$ cat config.mk
export PLATFORM = sky130hd
export DESIGN_NAME = sram_arbiter
export DESIGN_NICKNAME = d
export VERILOG_FILES = /design/src/rtl/sram_arbiter.sv
export SDC_FILE = /design/constraint.sdc
export NUM_CORES = 1
export LEC_CHECK = 0
export BUFFER_PORTS_ARGS = -buffer_cell sky130_fd_sc_hd__buf_2
export CELL_PAD_IN_SITES_DETAIL_PLACEMENT = 1
export CELL_PAD_IN_SITES_GLOBAL_PLACEMENT = 1
export CORE_ASPECT_RATIO = 1.4
export CORE_UTILIZATION = 30
export CTS_CLUSTER_SIZE = 25
export DETAILED_ROUTE_END_ITERATION = 16
export HOLD_SLACK_MARGIN = 0.12
export MAX_ROUTING_LAYER = met4
export PLACE_DENSITY = 0.82
export SLEW_MARGIN = 40
export SYNTH_ARGS = -nofsm -noshare
export SYNTH_HDL_FRONTEND = slang
export SYNTH_SLANG_ARGS = --single-unit
$ cat constraint.sdc
create_clock -name clk -period 2.3 [get_ports clk]
set_input_delay 0.345 -clock clk [delete_from_list [all_inputs] [get_ports clk]]
set_output_delay 0.345 -clock clk [all_outputs]
set_load 0.02 [all_outputs]
$ cat src/rtl/sram_arbiter.sv
// Shares one memory port between instruction fetch and MEM-stage loads/stores, one transaction at a time.
// Data has priority; a starvation counter forces a fetch grant after STARVE_MAX consecutive losses.
module sram_arbiter #(
    parameter int STARVE_MAX = 4
) (
    input  logic        clk,
    input  logic        resetn,

    input  logic        inst_req,
    input  logic [31:0] inst_addr,
    output logic        inst_addr_ok,
    output logic        inst_data_ok,
    output logic [31:0] inst_rdata,

    input  logic        data_req,
    input  logic        data_wr,
    input  logic [3:0]  data_wstrb,
    input  logic [31:0] data_addr,
    input  logic [31:0] data_wdata,
    output logic        data_addr_ok,
    output logic        data_data_ok,
    output logic [31:0] data_rdata,

    output logic        mem_req,
    output logic        mem_wr,
    output logic [3:0]  mem_wstrb,
    output logic [31:0] mem_addr,
    output logic [31:0] mem_wdata,
    input  logic        mem_ack,
    input  logic        mem_rvalid,
    input  logic [31:0] mem_rdata
);

    localparam logic [1:0] S_IDLE = 2'd0;
    localparam logic [1:0] S_REQ  = 2'd1;
    localparam logic [1:0] S_RESP = 2'd2;
    localparam logic [1:0] S_DONE = 2'd3;

    localparam logic [3:0] STARVE_LIM = 4'(STARVE_MAX);
    localparam logic [31:0] WORD_MASK = 32'hFFFF_FFFC;

    logic [1:0]  state;
    logic        owner;
    logic [3:0]  starve_cnt;
    logic [31:0] resp_q;
    logic        in_idle;
    logic        force_inst;

    // Grants are combinational so a master sees addr_ok in the same cycle it asks.
    assign in_idle      = resetn && (state == S_IDLE);
    assign force_inst   = inst_req && (starve_cnt == STARVE_LIM);
    assign data_addr_ok = in_idle && data_req && !force_inst;
    assign inst_addr_ok = in_idle && inst_req && !data_addr_ok;

    assign mem_req      = (state == S_REQ);
    assign inst_data_ok = (state == S_DONE) && !owner;
    assign data_data_ok = (state == S_DONE) && owner;
    assign inst_rdata   = resp_q;
    assign data_rdata   = resp_q;

    always_ff @(posedge clk) begin
        if (!resetn) begin
            state      <= S_IDLE;
            owner      <= 1'b0;
            starve_cnt <= 4'd0;
            resp_q     <= 32'd0;
            mem_wr     <= 1'b0;
            mem_wstrb  <= 4'd0;
            mem_addr   <= 32'd0;
            mem_wdata  <= 32'd0;
        end else begin
            case (state)
                S_IDLE: begin
                    if (data_addr_ok) begin
                        owner     <= 1'b1;
                        mem_wr    <= data_wr;
                        mem_wstrb <= data_wr ? data_wstrb : 4'd0;
                        mem_addr  <= data_addr & WORD_MASK;
                        mem_wdata <= data_wdata;
                        state     <= S_REQ;
                        if (inst_req && (starve_cnt != STARVE_LIM))
                            starve_cnt <= starve_cnt + 4'd1;
                    end else if (inst_addr_ok) begin
                        owner      <= 1'b0;
                        mem_wr     <= 1'b0;
                        mem_wstrb  <= 4'd0;
                        mem_addr   <= inst_addr & WORD_MASK;
                        mem_wdata  <= 32'd0;
                        starve_cnt <= 4'd0;
                        state      <= S_REQ;
                    end
                end
                S_REQ: begin
                    if (mem_ack)
                        state <= S_RESP;
                end
                S_RESP: begin
                    // A coincident mem_ack here is stray and has no effect.
                    if (mem_rvalid) begin
                        resp_q <= mem_rdata;
                        state  <= S_DONE;
                    end
                end
                default: begin
                    state <= S_IDLE;
                end
            endcase
        end
    end

endmodule
# After elaboration in Yosys (flattened, before gate mapping)

Cells that the tools add are included.

Memory bits (writable): 0
Output and inout port bits: 138
Register bits after elaboration: 108
Bits of input ports: 139
Bits in latches: 0
Logic and storage cells: 53
Bits in read-only memories: 0
Memories: 0

Reduce and logical (&&, ||, !) cells: 18
Div/mod/pow operators: 0
Equality and inequality tests: 9
Shift-type cells: 0
Bitwise logic cells: 0
Multipliers: 0
Mux-type cells: 17
Magnitude comparators: 0
Add/subtract/negate cells: 1

Operators with widths:

| cell                                                                     | count |
|---|---|
| 32-bit 2-to-1 mux                                                        | 4 |
| 4-bit 2-to-1 mux                                                         | 5 |
| 1-bit logical AND                                                        | 9 |
| 2-bit 2-to-1 mux                                                         | 4 |
| 2-bit case mux with 3 select lines                                       | 1 |
| 3-bit AND reduction                                                      | 2 |
| 4-bit by 1-bit adder with 4-bit output (second input constant)           | 1 |
| 2-bit == test (second input constant)                                    | 2 |
| 4-bit by 3-bit == test with 1-bit output (second input constant)         | 1 |
| 2-bit by 1-bit inequality test with 1-bit output (second input constant) | 2 |
| 4-bit by 3-bit inequality test with 1-bit output (second input constant) | 1 |
| 2-bit AND reduction                                                      | 2 |
| 1-bit logical NOT                                                        | 3 |
| 1-bit 2-to-1 mux                                                         | 3 |
| 3-bit inequality test (second input constant)                            | 1 |
| 2-bit by 1-bit == test with 1-bit output (second input constant)         | 1 |
| 2-bit logical NOT                                                        | 1 |
| 2-bit inequality test (second input constant)                            | 1 |
| 2-bit nonzero test                                                       | 1 |

# Logic depth before layout (Yosys ltp)

Gate-level depths: netlist of the first run.

Depth after elaboration: 9
Depth in mapped cells: 9
Depth with buffers taken out: 6

# Worst setup path before layout of the first run

Ideal clock, no wire load.

Path kind: register to output
Start: reg state[0]
End: out inst_addr_ok
Buffers on the path: 3
Arrival: 1765 ps
Cell stages (with the launch flop): 10
Slack: 190 ps
Required time: 1955 ps
Cell sequence: dfxtp_1 inv_1 ha_1 buf_2 and3_1 clkbuf_1 nand2_1 buf_2 inv_2 nor2_1

Longest elaborated chain between the ends: 6
Elaborated cells on any way between the ends: 7
Classes of those cells: reduce/logical (7)

RTL lines:

| what                            | RTL line | text |
|---|---|---|
| start: declaration              | 42       | `logic [1:0] state;` |
| start signal: assignment        | 63       | `state <= S_IDLE;` |
| start signal: assignment        | 80       | `state <= S_REQ;` |
| start signal: assignment        | 90       | `state <= S_REQ;` |
| 2-bit logical NOT               | 50       | `assign in_idle = resetn && (state == S_IDLE);` |
| 1-bit logical AND               | 50       |  |
| 1-bit logical AND (2 in series) | 52       | `assign data_addr_ok = in_idle && data_req && !force_inst;` |
| via data_addr_ok                | 20       | `output logic data_addr_ok,` |
| 1-bit logical NOT               | 53       | `assign inst_addr_ok = in_idle && inst_req && !data_addr_ok;` |
| 1-bit logical AND               | 53       |  |
| end: declaration                | 11       | `output logic inst_addr_ok,` |

The timed path passes the listed nets, and every way through them passes these cells.

# Worst setup path in the final report of the first run

Start: reg state[0]
End: out inst_addr_ok

Longest elaborated chain between the ends: 6
Elaborated cells on any way between the ends: 7
Classes of those cells: reduce/logical (7)

RTL lines:

| what                            | RTL line |
|---|---|
| 2-bit logical NOT (*)           | 50 |
| 1-bit logical AND (*)           | 50 |
| 1-bit logical AND (2 in series) | 52 |
| 1-bit logical NOT               | 53 |
| 1-bit logical AND (*)           | 53 |

Mark *: on every way between the ends. The rest lies on a longest branch, timed or not.

==> key figures, run 1 <==
Job
  • # Max-Cap Violations: 0

Clock tree
  • # hold bufs at CTS: 0
  • Root buffer cell: clkbuf_16
  • H-tree depth: 3
  • Bufs on Longest Clock Path: 2
  • Clk_lat worst skew: between 0.3 and 0.4 ns
  • Clock sinks: ~110
  • Clock-pin slew on the worst setup and hold paths: around 0.08 ns
  • Num CTS Buffers: 9
  • Clock tree from TritonCTS: built

Yosys
  • Asr flop ratio synth: 0%
  • Post-synthesis sequential area ratio: between 40% and 50%
  • Top-count cell post-synth: nand2_1
  • Yosys top cell area share: ~46%
  • Flops & latches, synth: between 100 and 150
  • Mapped Cells: 577
  • Top_reg_cell synth: dfxtp_1
  • Leading area contributor after synthesis: dfxtp_1
  • Post-synth EDFFs: 0
  • Syn Area/Cell: ~8 um2
  • Cell variety after synth: 30
  • Syn Std Cell Area: between 4000 and 5000 um2
  • Ys Warns: 0
  • Synth area leaders: dfxtp_1, nand2_1, a21oi_1, o211ai_1, a311oi_1
  • Top cells by count, synth: nand2_1, dfxtp_1, a21oi_1

Timing
  • TNS Setup: 0 ns
  • Hold Vio Cnt, Final: 0
  • Fin crit share: 90.8%
  • Final setup violation count: 0
  • Final Skew: approximately 0.011 ns
  • Max Transition Viols Final: 0
  • RSZ-0062 raised after global routing: false
  • Max Freq: roughly 0.48 GHz
  • Least-Margin Pin Slew: approximately 0.65 ns
  • Slew HR: a little under three fifths
  • Crit path time final: approximately 2.1 ns
  • PnR worst setup slack: roughly 0.21 ns

Hold path
  • Min-delay worst type: in -> reg
  • Hold Path End: data_rdata[11]
  • Hold_sp: mem_rdata[11]
  • Hold path depth: 3

Worst setup path
  • CP cell instances: inv_1 > ha_2 > and3_1 > nand2_1 > inv_2 > nor2_1 > buf_2
  • Endpoint class of the critical path: output port
  • Worst reg2reg path startpoint: state[1]
  • CP max-delay cell: dfxtp_1
  • Crit path kind: reg -> out
  • Critical R2R Capture: starve_cnt[3]
  • CP bufs+invs: 3
  • R2R setup slack: 0.46 ns
  • Delay-heaviest family, CP: simple AND/OR/NAND/NOR gates
  • CP required: ~2 ns
  • CP peak stage delay: 0.38 ns
  • Startpoint types: register
  • Worst Path Arrival: about 1.7 ns
  • Worst R2R Path Depth: 5
  • Crit-path max FO: 8

Routing
  • Residual DRC: 0
  • WL/cell: around 16 um
  • Vias per std cell: between 5 and 6
  • First drt pass iteration count: 4
  • Final WL: around 16 mm
  • Iteration-0 DRC count of the detailed router: between 200 and 250
  • Detail Route Antenna Nets: 0
  • Vias: ~5000

Pwr
  • Cell area power density: around 960 nW/um2
  • Clk pwr share: between 20% and 30%
  • Peak VDD IR: approximately 530 uV
  • Leak Pwr: roughly 2.8 nW
  • Internal power: about 0.0038 W
  • Switching part of the total: a little under two fifths
  • Sw power: 0.00222 W
  • Sequential share of power: 37.9%
  • Logic pwr share: 33.7%

Global routing
  • Initial antenna violation count: 0
  • GRT Total Usage: 20.0%
  • Grt ovf: 0
  • Vias in the first global route: around 5000
  • First-pass GRT wire length: around 25 mm
  • Maximum number of pins on one net before global-route repair: about 60

Place
  • Port Buffer Count: between 200 and 300
  • Hpwl dp: between 10 and 15 mm
  • Area post-placement: roughly 5900 um2
  • Post-place setup slack: 0.279 ns
  • Final GP Congestion: 0.778
  • Dpl cells: between 900 and 1000

Cells and area
  • Final nets: roughly 930
  • Area grow syn2layout: 34.3%
  • Fill cells: about 1900
  • Finished Layout Cells: 981
  • N_diodes: 0
  • Ratio of cells with drive above 1 in the final layout: about two fifths
  • End-of-flow core utilization: between 40% and 50%
  • Post-route cell area: 6220 um2

Floorplanning
  • Die X-Extent: about 110 um
  • Core ar.: around 15000 um2
  • Row cnt: 53
  • Die area: between 15000 and 20000 um2
  • DIE HEIGHT: 149 um
  • Top Ports: about 280
  • Initial Utilization: a little under a third

Status
  • Status: finished, final reports clean
-- layout by cell type, fill, tap and decap left out, types with 5 or more instances in the layout --
master / instances
inv_1: 6
clkbuf_16: 9
buf_4: 16
nand3_1: 37
ha_1: 5
a21oi_1: 71
buf_2: 270
o211ai_1: 37
dfxtp_1: 106
nand2_1: 131
nand4_1: 6
nor3_1: 30
a311oi_1: 30
-- logic make-up after synthesis --
| logic type | share of synthesized area, % |
|---|---|
| buffers and inverters | 11.2 |
| flip-flops | 45.8 |
| multiplexers | 0.216 |
| AO/OA/AOI/OAI | 20.6 |
| other | 0.0809 |
| adder cells (fa/ha/maj) | 1.62 |
| AND/OR/NAND/NOR | 20.6 |
-- per-layer routing --
layer,up-vias,wire length (um),track usage (%)
li1,2405,-,-
met1,2369,6310,21.7
met2,180,8270,36.7
met3,24,796,3.10
met4,0,350,6.71
met5,-,0,-
-- how the worst max path moves through the flow --
stage	from	endpoint	depth (start not counted)
after floorplan	state[0]	inst_addr_ok	9
after global placement	state[0]	data_rdata[0]	5
after detailed placement	state[1]	starve_cnt[3]	5
after CTS	state[0]	inst_addr_ok	7
after global routing	state[1]	inst_addr_ok	7
final	state[0]	inst_addr_ok	7
-- cell type report --
cell class                      instances  area [um2]  area share (%)
Tap cell                              192         240            3.86
Clock buffer                           10         229            3.68
Multi-Input combinational cell        372        2010            32.3
Sequential cell                       106        2120            34.1
Timing Repair Buffer                  287        1490            24.0
Inverter                                8        31.3           0.503
Clock inverter                          6        95.1            1.53
-- power groups by stage --
stage	sequential, W	clock [W]	combinational, W
global placement	0.00230	0	0.00201
finish	0.00227	0.00170	0.00202
floorplan	0.00262	0	0.00104
CTS	0.00228	0.00178	0.00205
detailed placement	0.00232	0	0.00205
global route	0.00231	0.00183	0.00221
-- sequential cells by signal, indices dropped and copies added, names as in the netlist --
register / cells
owner: 1
state: 2
mem_wr: 1
mem_addr: 30
mem_wstrb: 4
data_rdata: 32
mem_wdata: 32
starve_cnt: 4
-- stage by stage --
step	total power [W]	hold WS, ns
after global placement	0.00432	0.451
after detailed placement	0.00436	0.459
final	0.00599	0.235
after floorplan	0.00366	0.445
after global routing	0.00636	0.228
after CTS	0.00610	0.220
-- tightest hold or removal path: stages --
cell	delay (ns)
buf_2	0.09
nand2_1	0.04
a21oi_1	0.05
-- timing repair --
action,CTS,global route
buffers inserted,0,0
hold endpoints to repair,0,0
gates resized for setup,0,1
endpoints found under the setup margin,0,1
(Power assumes the default switching activity.)
==> inputs of run 2 (changes only) <==
==> config.mk (replaced) <==
export PLATFORM = sky130hd
export DESIGN_NAME = sram_arbiter
export DESIGN_NICKNAME = d
export VERILOG_FILES = /design/src/rtl/sram_arbiter.sv
export SDC_FILE = /design/constraint.sdc
export NUM_CORES = 1
export LEC_CHECK = 0
export BUFFER_PORTS_ARGS = -buffer_cell sky130_fd_sc_hd__buf_2
export CORE_AREA = 2 2 106 108
export CTS_CLUSTER_SIZE = 25
export DETAILED_ROUTE_END_ITERATION = 16
export DIE_AREA = 0 0 108 110
export HOLD_SLACK_MARGIN = 0.12
export MAX_ROUTING_LAYER = met4
export PLACE_DENSITY = 0.81
export SLEW_MARGIN = 25
export SYNTH_ARGS = -nofsm -noshare
export SYNTH_HDL_FRONTEND = slang
export SYNTH_SLANG_ARGS = --single-unit
==> run 2 against run 1 <==
Net effect:
- die area shrank 26%
- sequential power is essentially flat
- register-to-register slack better by 0.05 ns
- worst hold slack worse by 0.025 ns
- clock skew shrank 0.0029 ns
- utilization grew 15 points
- via count is 1.4% lower
- routed wire length down 14%
- clock power fell by 32%
- global-route usage up 1.9 points
- clock-buffer cell count unchanged
==> key figures, run 2 (synthesis gave the netlist of run 1 again) <==
Status
  • Status: finished, final reports clean (unchanged)

Timing
  • Crit path time final: 2.10 ns (was 2.09 ns)
  • Least-Margin Pin Slew: 0.607 ns (was 0.647 ns)
  • Max Freq: 0.475 GHz (was 0.479 GHz)
  • Hold Vio Cnt, Final: 0 (unchanged)
  • Final setup violation count: 0 (unchanged)
  • Final Skew: 0.00784 ns (was 0.0108 ns)
  • Fin crit share: 91.5% (was 90.8%)
  • TNS Setup: 0 ns (unchanged)
  • Max Transition Viols Final: 0 (unchanged)
  • RSZ-0062 raised after global routing: false (unchanged)
  • Slew HR: 59.6% (was 56.8%)

Worst setup path
  • CP max-delay cell: dfxtp_1 (unchanged)
  • R2R setup slack: 0.51 ns (was 0.46 ns)
  • Worst reg2reg path startpoint: starve_cnt[0] (was state[1])
  • CP cell instances: inv_1 > ha_2 > and3_1 > nand2_1 > inv_2 > nor2_1 > buf_2 (unchanged)
  • Crit path kind: reg -> out (unchanged)
  • Critical R2R Capture: starve_cnt[3] (unchanged)
  • Worst Path Arrival: 1.76 ns (was 1.74 ns)
  • Startpoint types: register (unchanged)
  • Worst R2R Path Depth: 5 (unchanged)
  • CP required: 1.96 ns (about the same)
  • Crit-path max FO: 8 (unchanged)
  • CP peak stage delay: 0.40 ns (was 0.38 ns)
  • Endpoint class of the critical path: output port (unchanged)

Floorplanning
  • Die area: 11900 um2 (was 16000 um2)
  • Top Ports: 277 (unchanged)
  • Core ar.: 10700 um2 (was 15100 um2)
  • Initial Utilization: 43.3% (was 30.8%)
  • Row cnt: 38 (was 53)
  • DIE HEIGHT: 110 um (was 149 um)
  • Die X-Extent: 108 um (was 107 um)

Pwr
  • Leak Pwr: 2.78 nW (was 2.84 nW)
  • Power, Total: 0.00542 W (was 0.00599 W)
  • Peak VDD IR: 389 uV (was 527 uV)
  • Cell area power density: 895 nW/um2 (was 963 nW/um2)

Clock tree
  • Clock-pin slew on the worst setup and hold paths: 0.10 ns (was 0.08 ns)
  • Clock sinks: 106 (unchanged)
  • H-tree depth: 3 (unchanged)
  • Bufs on Longest Clock Path: 2 (unchanged)
  • Setup repair bufs after CTS: 0 (unchanged)
  • Clk_lat worst skew: 0.36 ns (was 0.34 ns)
  • Root buffer cell: clkbuf_8 (was clkbuf_16)
  • Clock tree from TritonCTS: built (unchanged)
  • Num CTS Buffers: 9 (unchanged)

Cells and area
  • Ratio of cells with drive above 1 in the final layout: 39.0% (was 39.2%)
  • Multi-input gate area: 2010 um2 (about the same)
  • Commonest non-fill, non-tap cells in the layout: buf_2, nand2_1, dfxtp_1 (unchanged)
  • Register area: 2120 um2 (unchanged)
  • Final nets: 927 (was 929)
  • Fill cells: 1062 (was 1914)
  • Area grow syn2layout: 30.8% (was 34.3%)
  • Commonest non-fill, non-tap cell in the layout: buf_2 (unchanged)
  • End-of-flow core utilization: 56.7% (was 41.3%)

Global routing
  • First-pass GRT wire length: 20.3 mm (was 24.8 mm)
  • Initial antenna violation count: 2 (was 0)
  • Vias in the first global route: 4298 (was 4999)
  • Grt ovf: 0 (unchanged)
  • GRT Total Usage: 21.9% (was 20.0%)
  • Maximum number of pins on one net before global-route repair: 46 (was 61)

Hold path
  • Hold path depth: 3 (unchanged)
  • Hold_sp: mem_rdata[19] (was mem_rdata[11])
  • Min-delay worst type: in -> reg (unchanged)
  • Hold Path End: data_rdata[19] (was data_rdata[11])

Place
  • Final GP Congestion: 0.794 (was 0.778)
  • Port Buffer Count: 270 (unchanged)
  • Hpwl dp: 9.38 mm (was 11.1 mm)

Job
  • # Max-Cap Violations: 0 (unchanged)

Routing
  • Final WL: 13.6 mm (was 15.7 mm)
  • Detail Route Antenna Nets: 0 (unchanged)
  • First drt pass iteration count: 5 (was 4)
  • Vias: 4909 (was 4978)
  • Vias per std cell: 5.28 (was 5.07)
  • Residual DRC: 0 (unchanged)
  • Iteration-0 DRC count of the detailed router: 336 (was 215)
  • WL/cell: 14.6 um (was 16.0 um)
run 2: cell types whose count changed in the layout (fill, tap and decap cells not counted), moves of 2 or more:
cell        delta
clkbuf_16      -9
buf_12         +2
inv_6          -3
clkbuf_8      +10
diode_2        +2
clkinvlp_4     +3
buf_4          -6
run 2: what timing repair did:
action | CTS | global route
resized for setup | 0 | 2
hold buffers | 0 | 0
setup endpoints to repair | 0 | 1
run 2: power by group:
group / total (W) / internal [W] / switching [W]
registers: 0.00227 / 0.00212 / 0.000156
logic: 0.00199 / 0.000692 / 0.00130
clock network: 0.00116 / 0.000533 / 0.000632
total: 0.00542 / 0.00334 / 0.00208
run 2: how the worst max path moves through the flow:
stage	start	endpoint	slack (ns)	cells after the start
floorplan	state[0]	inst_addr_ok	0.19	9
global placement	state[0]	data_rdata[19]	0.46	5
detailed placement	state[0]	mem_addr[28]	0.47	6
CTS	state[0]	inst_addr_ok	0.09	6
global route	state[0]	inst_addr_ok	0.08	7
finish	state[0]	inst_addr_ok	0.20	7
run 2: worst max-delay path, delay by kind of cell, from the launching register on:
| family | cells | cell delay, ns |
|---|---|---|
| AND/OR/NAND/NOR | 3 | 0.45 |
| flip-flops | 1 | 0.40 |
| buffers and inverters | 3 | 0.30 |
| adder cells (fa/ha/maj) | 1 | 0.24 |
run 2: metrics by stage:
stage | setup WS (ns) | hold WS [ns] | area (um2) | cells
after floorplan | 0.190 | 0.445 | 4640 | 578
after global placement | 0.458 | 0.451 | 5830 | 910
after detailed placement | 0.471 | 0.457 | 5850 | 911
after CTS | 0.0860 | 0.191 | 6050 | 927
after global routing | 0.0807 | 0.187 | 6060 | 929
final | 0.196 | 0.210 | 6060 | 929
run 2: per-layer routing:
| layer | global-route usage, % | up-vias | routed length (um) |
|---|---|---|---|
| met4 | 7.42 | 0 | 202 |
| met2 | 36.7 | 218 | 6770 |
| met1 | 26.5 | 2266 | 5620 |
| met3 | 4.41 | 20 | 959 |
| li1 | - | 2405 | - |
| met5 | - | - | 0 |
run 2: cell type report:
cell class | instances | area share (%)
diodes | 2 | 0.0826
clock inverters | 6 | 1.09
inverters | 8 | 0.516
well taps | 140 | 2.89
clock buffers | 10 | 2.27
repair buffers | 285 | 25.0
flip-flops and latches | 106 | 35.0
multi-input cells | 372 | 33.2
==> inputs of run 3 (changes only) <==
--- a/config.mk
+++ b/config.mk
@@ -13,6 +13,7 @@
 export HOLD_SLACK_MARGIN = 0.12
 export MAX_ROUTING_LAYER = met4
 export PLACE_DENSITY = 0.81
+export RECOVER_POWER = 50
 export SLEW_MARGIN = 25
 export SYNTH_ARGS = -nofsm -noshare
 export SYNTH_HDL_FRONTEND = slang
==> run 3 against run 2 <==
Net effect:
- total power is 1.4% lower
- final cell count did not move
- critical endpoint unchanged
- worst hold slack improved by 0.00077 ns
- critical path depth unchanged
- highest routed layer unchanged
- clock power about the same
- clock skew hardly changed
- die area did not move
- critical path type unchanged
- worst setup slack improved by 0.00061 ns
- combinational power shrank 4%
- first-iteration DRC count rose by 5.7%
==> key figures, run 3 (synthesis gave the netlist of run 1 again) <==
Status
  • Status: finished, final reports clean (unchanged)

Job
  • # Max-Cap Violations: 0 (unchanged)

Global routing
  • Grt ovf: 0 (unchanged)
  • First-pass GRT wire length: 20.3 mm (unchanged)
  • GRT Total Usage: 21.9% (unchanged)
  • Initial antenna violation count: 2 (unchanged)
  • Maximum number of pins on one net before global-route repair: 46 (unchanged)
  • Gr busiest metal: met2 (unchanged)
  • Met2 usage: 36.7% (unchanged)
  • Vias in the first global route: 4298 (unchanged)
  • Met1 Resource Use GR: 26.5% (unchanged)
  • Met3 Use GR: 4.41% (unchanged)

Floorplanning
  • Die area: 11900 um2 (unchanged)
  • Row cnt: 38 (unchanged)
  • Die X-Extent: 108 um (unchanged)
  • Initial Utilization: 43.3% (unchanged)
  • DIE HEIGHT: 110 um (unchanged)
  • Core ar.: 10700 um2 (unchanged)
  • Top Ports: 277 (unchanged)

Worst setup path
  • CP required: 1.96 ns (about the same)
  • Worst Path Arrival: 1.76 ns (about the same)
  • Crit-path max FO: 8 (unchanged)
  • Startpoint types: register (unchanged)
  • Crit path kind: reg -> out (unchanged)
  • CP max-delay cell: dfxtp_1 (unchanged)
  • CP peak stage delay: 0.40 ns (about the same)
  • Endpoint class of the critical path: output port (unchanged)
  • CP cell instances: inv_1 > ha_2 > and3_1 > nand2_1 > inv_2 > nor2_1 > buf_2 (unchanged)

Place
  • Post-place setup slack: 0.471 ns (unchanged)
  • Hpwl dp: 9.38 mm (unchanged)
  • Port Buffer Count: 270 (unchanged)
  • Final GP Congestion: 0.794 (unchanged)

Timing
  • PnR worst setup slack: 0.196 ns (about the same)
  • TNS Setup: 0 ns (unchanged)
  • Hold Slack: 0.211 ns (was 0.210 ns)
  • Hold Vio Cnt, Final: 0 (unchanged)
  • Final setup violation count: 0 (unchanged)
  • Max Transition Viols Final: 0 (unchanged)
  • Final Skew: 0.00807 ns (was 0.00784 ns)
  • Slew HR: 59.6% (about the same)
  • Least-Margin Pin Slew: 0.606 ns (was 0.607 ns)
  • Max Freq: 0.475 GHz (about the same)
  • Crit path time final: 2.10 ns (about the same)
  • Fin crit share: 91.5% (about the same)
  • RSZ-0062 raised after global routing: false (unchanged)

Routing
  • Vias per std cell: 5.26 (was 5.28)
  • First drt pass iteration count: 6 (was 5)
  • Residual DRC: 0 (unchanged)
  • WL/cell: 14.6 um (about the same)
  • Detail Route Antenna Nets: 0 (unchanged)
  • Final WL: 13.6 mm (about the same)
  • Vias: 4890 (was 4909)
  • Iteration-0 DRC count of the detailed router: 355 (was 336)

Hold path
  • Min-delay worst type: in -> reg (unchanged)

Clock tree
  • Clock tree from TritonCTS: built (unchanged)
  • Post-CTS Resized: 0 (unchanged)
  • # hold bufs at CTS: 0 (unchanged)
  • H-tree depth: 3 (unchanged)
  • Root buffer cell: clkbuf_8 (unchanged)
  • Clock sinks: 106 (unchanged)
  • Bufs on Longest Clock Path: 2 (unchanged)
  • Clk_lat worst skew: 0.36 ns (about the same)
  • Setup repair bufs after CTS: 0 (unchanged)
  • Num CTS Buffers: 9 (unchanged)
  • Clock-pin slew on the worst setup and hold paths: 0.10 ns (about the same)

Cells and area
  • Commonest non-fill, non-tap cells in the layout: buf_2, nand2_1, clkbuf_1 (was buf_2, nand2_1, dfxtp_1)
  • Area grow syn2layout: 27.5% (was 30.8%)
  • Final nets: 927 (unchanged)
  • Commonest non-fill, non-tap cell in the layout: buf_2 (unchanged)
  • End-of-flow core utilization: 55.2% (was 56.7%)
  • Ratio of cells with drive above 1 in the final layout: 23.6% (was 39.0%)

Pwr
  • Leak Pwr: 2.27 nW (was 2.78 nW)
  • Cell area power density: 905 nW/um2 (was 895 nW/um2)
  • Peak VDD IR: 388 uV (was 389 uV)
==> run 3: worst paths after layout <==
| kind | start | end | slack (ns) | cells past startpoint |
|---|---|---|---|---|
| max reg2reg | starve_cnt[0] | starve_cnt[3] | 0.51 | 5 |
| min | mem_rdata[19] | data_rdata[19] | 0.21 | 3 |
| min reg2reg | data_rdata[16] | data_rdata[16] | 0.47 | 2 |
| max | state[0] | inst_addr_ok | 0.20 | 7 |
==> run 3: power breakdown <==
group / internal (W) / switching (W)
logic: 0.000611 / 0.00130
registers: 0.00212 / 0.000165
clock network: 0.000533 / 0.000629
==> run 3: critical path, delay by kind of cell, from the launching register on <==
| kind | cells | cell delay (ns) |
|---|---|---|
| DFF | 1 | 0.40 |
| and+or+nand+nor | 3 | 0.45 |
| adders and majority gates | 1 | 0.24 |
| buffers and inverters | 3 | 0.29 |
==> run 3: final cells by class <==
| type | instances | area, um2 |
|---|---|---|
| inverter | 8 | 31.3 |
| clock buffer | 10 | 138 |
| antenna | 2 | 5.00 |
| fill | 1128 | 4790 |
| clock inverter | 6 | 66.3 |
| tap | 140 | 175 |
| multi-input combinational | 372 | 2010 |
| timing repair buffer | 285 | 1360 |
| sequential | 106 | 2120 |
==> run 3: metal layers <==
metal	up-vias	share of wire, %
met4	0	1.4
met2	209	50
li1	2409	-
met1	2254	41
met5	-	0
met3	18	7.2
==> run 3: stage by stage <==
| step | instances | instance area (um2) | power [W] |
|---|---|---|---|
| 2_1_floorplan | 578 | 4640 | 0.00366 |
| 4_1_cts | 927 | 6050 | 0.00546 |
| 3_3_place_gp | 910 | 5830 | 0.00425 |
| 5_1_grt | 929 | 5910 | 0.00568 |
| 6_report | 929 | 5910 | 0.00535 |
| 3_5_place_dp | 911 | 5850 | 0.00430 |
